## config.mk

```make
export PLATFORM = sky130hd
export DESIGN_NAME = instruction_fetch_unit
export DESIGN_NICKNAME = d
export VERILOG_FILES = /design/src/rtl/instruction_fetch_unit.sv
export SDC_FILE = /design/constraint.sdc
export NUM_CORES = 1
export LEC_CHECK = 0
export CAP_MARGIN = 25
export CELL_PAD_IN_SITES_DETAIL_PLACEMENT = 0
export CELL_PAD_IN_SITES_GLOBAL_PLACEMENT = 2
export CORE_AREA = 2 2 175 177
export CTS_CLUSTER_DIAMETER = 80
export DETAILED_ROUTE_END_ITERATION = 8
export DIE_AREA = 0 0 177 179
export PLACE_DENSITY = 0.74
export SLEW_MARGIN = 20
export SYNTH_ARGS = -nofsm -noshare
export SYNTH_HDL_FRONTEND = slang
export SYNTH_SLANG_ARGS = --single-unit
```

## constraint.sdc

```tcl
create_clock -name clk -period 16.8 [get_ports clk]
set_input_delay 1.68 -clock clk [delete_from_list [all_inputs] [get_ports clk]]
set_output_delay 1.68 -clock clk [all_outputs]
set_load 0.01 [all_outputs]
```

## src/rtl/instruction_fetch_unit.sv

```systemverilog
// Instruction fetch unit: owns the fetch PC, issues word reads and buffers returned words for decode.
// Optional performance counters are enabled by defining IFU_PERF_CNT_EN.
module instruction_fetch_unit #(
  parameter int unsigned          ADDR_W   = 32,
  parameter int unsigned          DATA_W   = 32,
  parameter logic [ADDR_W-1:0]    RESET_PC = '0,
  parameter int unsigned          PC_INC   = 1,
  parameter int unsigned          DEPTH    = 2
) (
  input  logic              clk,
  input  logic              rst_n,
  output logic              imem_req,
  output logic [ADDR_W-1:0] imem_addr,
  input  logic [DATA_W-1:0] imem_rdata,
  input  logic              redirect_valid,
  input  logic [ADDR_W-1:0] redirect_pc,
  output logic              instr_valid,
  output logic [DATA_W-1:0] instr_data,
  output logic [ADDR_W-1:0] instr_pc,
  input  logic              instr_ready
`ifdef IFU_PERF_CNT_EN
  ,
  output logic [31:0]       perf_fetched,
  output logic [31:0]       perf_stall
`endif
);

  localparam int unsigned PW = $clog2(DEPTH);
  localparam int unsigned CW = PW + 1;

  logic [ADDR_W-1:0] fetch_pc;
  logic [ADDR_W-1:0] inflight_pc;
  logic              inflight;
  logic              kill;
  logic [CW-1:0]     count;
  logic [PW-1:0]     rd_ptr;
  logic [PW-1:0]     wr_ptr;
  logic [DATA_W-1:0] buf_data [DEPTH];
  logic [ADDR_W-1:0] buf_pc   [DEPTH];

  logic          fifo_nonempty;
  logic          resp_valid;
  logic          pop;
  logic          issue;
  logic          push_fifo;
  logic          pop_fifo;
  logic [CW:0]   occupancy;

  // The returning word bypasses the buffer when it is empty, giving one cycle addr->valid latency.
  always_comb begin
    fifo_nonempty = (count != '0);
    resp_valid    = inflight && !kill;
    instr_valid   = fifo_nonempty || resp_valid;
    pop           = instr_valid && instr_ready;
    occupancy     = {1'b0, count} + (CW+1)'(inflight) - (CW+1)'(pop);
    issue         = rst_n && !redirect_valid && (occupancy < (CW+1)'(DEPTH));
    imem_req      = issue;
    imem_addr     = rst_n ? fetch_pc : '0;
    push_fifo     = resp_valid && !(pop && !fifo_nonempty);
    pop_fifo      = pop && fifo_nonempty;
    instr_data    = '0;
    instr_pc      = '0;
    if (fifo_nonempty) begin
      instr_data = buf_data[rd_ptr];
      instr_pc   = buf_pc[rd_ptr];
    end else if (resp_valid) begin
      instr_data = imem_rdata;
      instr_pc   = inflight_pc;
    end
  end

  always_ff @(posedge clk or negedge rst_n) begin
    if (!rst_n) begin
      fetch_pc    <= RESET_PC;
      inflight_pc <= '0;
      inflight    <= 1'b0;
      kill        <= 1'b0;
      count       <= '0;
      rd_ptr      <= '0;
      wr_ptr      <= '0;
    end else begin
      inflight <= issue;
      if (issue) begin
        inflight_pc <= fetch_pc;
        fetch_pc    <= fetch_pc + ADDR_W'(PC_INC);
      end
      if (redirect_valid) begin
        fetch_pc <= redirect_pc;
        kill     <= inflight;
        count    <= '0;
        rd_ptr   <= '0;
        wr_ptr   <= '0;
      end else begin
        kill <= 1'b0;
        if (push_fifo) wr_ptr <= wr_ptr + PW'(1);
        if (pop_fifo)  rd_ptr <= rd_ptr + PW'(1);
        count <= count + CW'(push_fifo) - CW'(pop_fifo);
      end
    end
  end

  // Buffer storage needs no reset; occupancy is tracked by count.
  always_ff @(posedge clk) begin
    if (push_fifo && !redirect_valid) begin
      buf_data[wr_ptr] <= imem_rdata;
      buf_pc[wr_ptr]   <= inflight_pc;
    end
  end

`ifdef IFU_PERF_CNT_EN
  always_ff @(posedge clk or negedge rst_n) begin
    if (!rst_n) begin
      perf_fetched <= '0;
      perf_stall   <= '0;
    end else begin
      if (pop && !redirect_valid && perf_fetched != '1) perf_fetched <= perf_fetched + 32'd1;
      if (!instr_valid && perf_stall != '1)             perf_stall   <= perf_stall + 32'd1;
    end
  end
`endif

endmodule

```

==> impl_metrics.csv <==
group,metric,value,unit
critical_path,ff2ff_path_depth,12,
critical_path,worstPathRequired,15120,ps
critical_path,crit_path_frequent_cell,"clkdlybuf4s50_1",
global_route,overflow,0,
die,io_pins,166,
synthesis,syn_inst,758,
synthesis,ys_seq_area_share,63.6,%
synthesis,synth_edf_count,128,
clock_tree,postCtsSetupBuffers,0,
synthesis,synth_area,0.00880,mm²
placement,dp_slack,10330,ps
critical_path,start_kind,"input port",
detailed_routing,drtPass1Iterations,5,
global_route,grt_pass1_wl,35000,µm
placement,dp_hpwl,14200,µm
placement,gp_congestion,0.724,
clock_tree,numCtsBuffers,17,
critical_path,critPathMaxStageDelay,620,ps
worst_hold_path,hold_depth,0,
critical_path,timing.rr.start,"count[1]",
timing,tightest_slew,975,ps
die,placementRows,64,
critical_path,crit_slowest_cell,"clkdlybuf4s50_1",
cells_and_area,fin_area,0.0114,mm²
die,start_util,29.3,%
timing,rsz0062_at_grt,"no",
critical_path,critPathBufInv,3,
cells_and_area,antenna_cells,0,
timing,drv_slew,0,
timing,layout_setup_ws,10320,ps
cells_and_area,syn_to_final_growth,30.0,%
critical_path,crit_arrival,4800,ps
critical_path,cp_cell_sequence,"clkdlybuf4s50_1, and2_1, ha_1, nand2b_1, fa_1, nand2_1, or3_2, inv_8, clkdlybuf4s50_1",
critical_path,critPathLaunch,"instr_ready",
job,drv_cap,0,
clock_tree,cts_root_buf,"clkbuf_16",
global_route,grt_max_degree,68,
clock_tree,clock_latency,440,ps
synthesis,synth.net_count,831,
cells_and_area,drive_above_1_share,5.55,%
detailed_routing,drc_errors,0,
cells_and_area,seq_area,0.00560,mm²
die,core-area,0.0300,mm²
placement,portBuffers,165,
global_route,grt_usage,14.5,%
cells_and_area,layout_commonest_cell,"nand2_1",
clock_tree,htree_levels,4,
worst_hold_path,min-delay-start,"inflight_pc[6]",
critical_path,criticalPathCategory,"in -> out",
cells_and_area,fin_nets,979,
power,power_density,155,mW/mm²
outcome,status,"finished clean",
die,die_height,179,µm
detailed_routing,drt_iter0_drc,448,
synthesis,synth_top_area_share,43.7,%
critical_path,crit_family,"buffers and inverters",
synthesis,synth_seq_cells,198,
synthesis,synth_flop_cell,"edfxtp_1",
synthesis,yosys-top-cells-area,"edfxtp_1, dfrtp_1, nand2_1",
timing,setup_viol,0,
power,power_leakage,4.08,nW
clock_tree,cts_tree,"done",
detailed_routing,viasPerCell,4.69,
synthesis,synth.avg_cell_area,11.6,µm²
clock_tree,hold_buffers,0,
global_route,antenna_found_initial,0,
timing,setup_tns,0,ps
clock_tree,clk_pin_slew,70,ps
die,dieArea,0.0317,mm²
detailed_routing,wirelength,22500,µm
timing,finalCritPeriodShare,38.6,%
detailed_routing,antenna_left,0,
synthesis,synth_cell_type_count,49,
critical_path,crit_fanout,46,
timing,hold_viol_final,0,
detailed_routing,via_count,6173,
placement,post_dp_cell_area,0.0108,mm²
synthesis,yosysWarnings,0,
timing,fin_skew,10.9,ps
detailed_routing,wire_per_inst,17.1,µm
die,fp.dieW,177,µm
cells_and_area,num-fill-cells,2960,
clock_tree,cts.path.max_buffers,2,
timing,min_period,6480,ps
power,peakVddDrop,0.0000737,V
critical_path,endpoint_kind,"output port",
synthesis,synthArstFlopShare,35.4,%
cells_and_area,mostFrequentLayoutCells,"nand2_1, clkdlybuf4s50_1, edfxtp_1, o21ai_0, dfrtp_1",
clock_tree,cts-resized-gates,0,
clock_tree,clock-sinks,198,
worst_hold_path,hp-class,"reg -> reg",
global_route,grt_pass1_vias,6019,
timing,clock.fmax,154,MHz
critical_path,cp_num_cells,9,
cells_and_area,multi_input_area,0.00299,mm²
timing,slew-limit-headroom,35.0,%
synthesis,synth_largest_area_cell,"edfxtp_1",
Yosys cell counts, types with 3 or more instances:
cell      number
xor2_1         4
a21oi_1        3
xnor2_1        3
nand2_1      190
or3_1          4
and2_1        37
dfrtp_1       70
edfxtp_1     128
a22oi_1        4
and3_1         5
mux2i_1       64
o311ai_1       7
nor3_1         6
nor2_1        13
clkbuf_1      23
nand4_1       12
buf_2         14
a31oi_1        3
o21ai_0       80
o211ai_1      12
ha_1           4
o311ai_0      10
inv_1          7
buf_1          4
nand3_1       20
where the power goes:
part	leakage, nW	switching (W)	internal [W]
clock	0.298	0.000185	0.000237
combinational	1.75	0.000348	0.000304
sequential	2.04	0.0000864	0.000613
total	4.08	0.000620	0.00115
per-layer routing:
layer	up-vias	track usage (%)	wire length (µm)
li1	3031	-	-
met3	12	3.01	1020
met4	0	3.41	189
met5	-	0	0
met2	146	22.2	10200
met1	2984	21.0	11100
flip-flops by register name, summed over array words and instances (netlist names):
name and flops:
count 2, buf_pc 64, rd_ptr 1, buf_data 64, fetch_pc 32, inflight 1, inflight_pc 32, wr_ptr 1
kill 1
stage by stage:
stage	power [W]	std cells	util (%)	hold slack, ps
2_1_floorplan	0.00103	758	-	463
3_3_place_gp	0.00137	1283	36.1	475
5_1_grt	0.00189	1315	38.1	514
3_5_place_dp	0.00138	1283	36.1	479
6_report	0.00177	1315	38.1	496
4_1_cts	0.00180	1315	38.1	496
kinds of logic after synthesis:
logic type / synth area share [%]
compound gates: 8.94
xor+xnor: 0.697
fa+ha+maj: 0.796
buf+inv: 2.72
flops: 63.6
mux: 7.28
simple gates: 16.0
worst register-to-register path, delay by kind of cell (launching register included):
kind | cells | cell delay (ps)
compound gates | 1 | 100
fa+ha+maj | 2 | 740
buf+inv | 2 | 910
simple gates | 7 | 1920
flops | 1 | 480
final timing paths:
kind                             endpoint  slack (ps)
max in group asynchronous  inflight_pc[1]       14500
min in group asynchronous          wr_ptr        1240
setup reg to reg             fetch_pc[19]       12580
hold / removal               buf_pc[1][6]         500
setup / recovery                 imem_req       10320
hold reg to reg              buf_pc[1][6]         500
cell type report:
class                           instances  share of cell area, %
Tap cell                              396                   4.33
Inverter                                8                  0.328
Clock buffer                           22                   4.16
Sequential cell                       198                   48.9
Clock inverter                         10                   1.16
Timing Repair Buffer                  173                   14.9
Multi-Input combinational cell        508                   26.1
No activity file was read; power rests on OpenSTA's default activity.
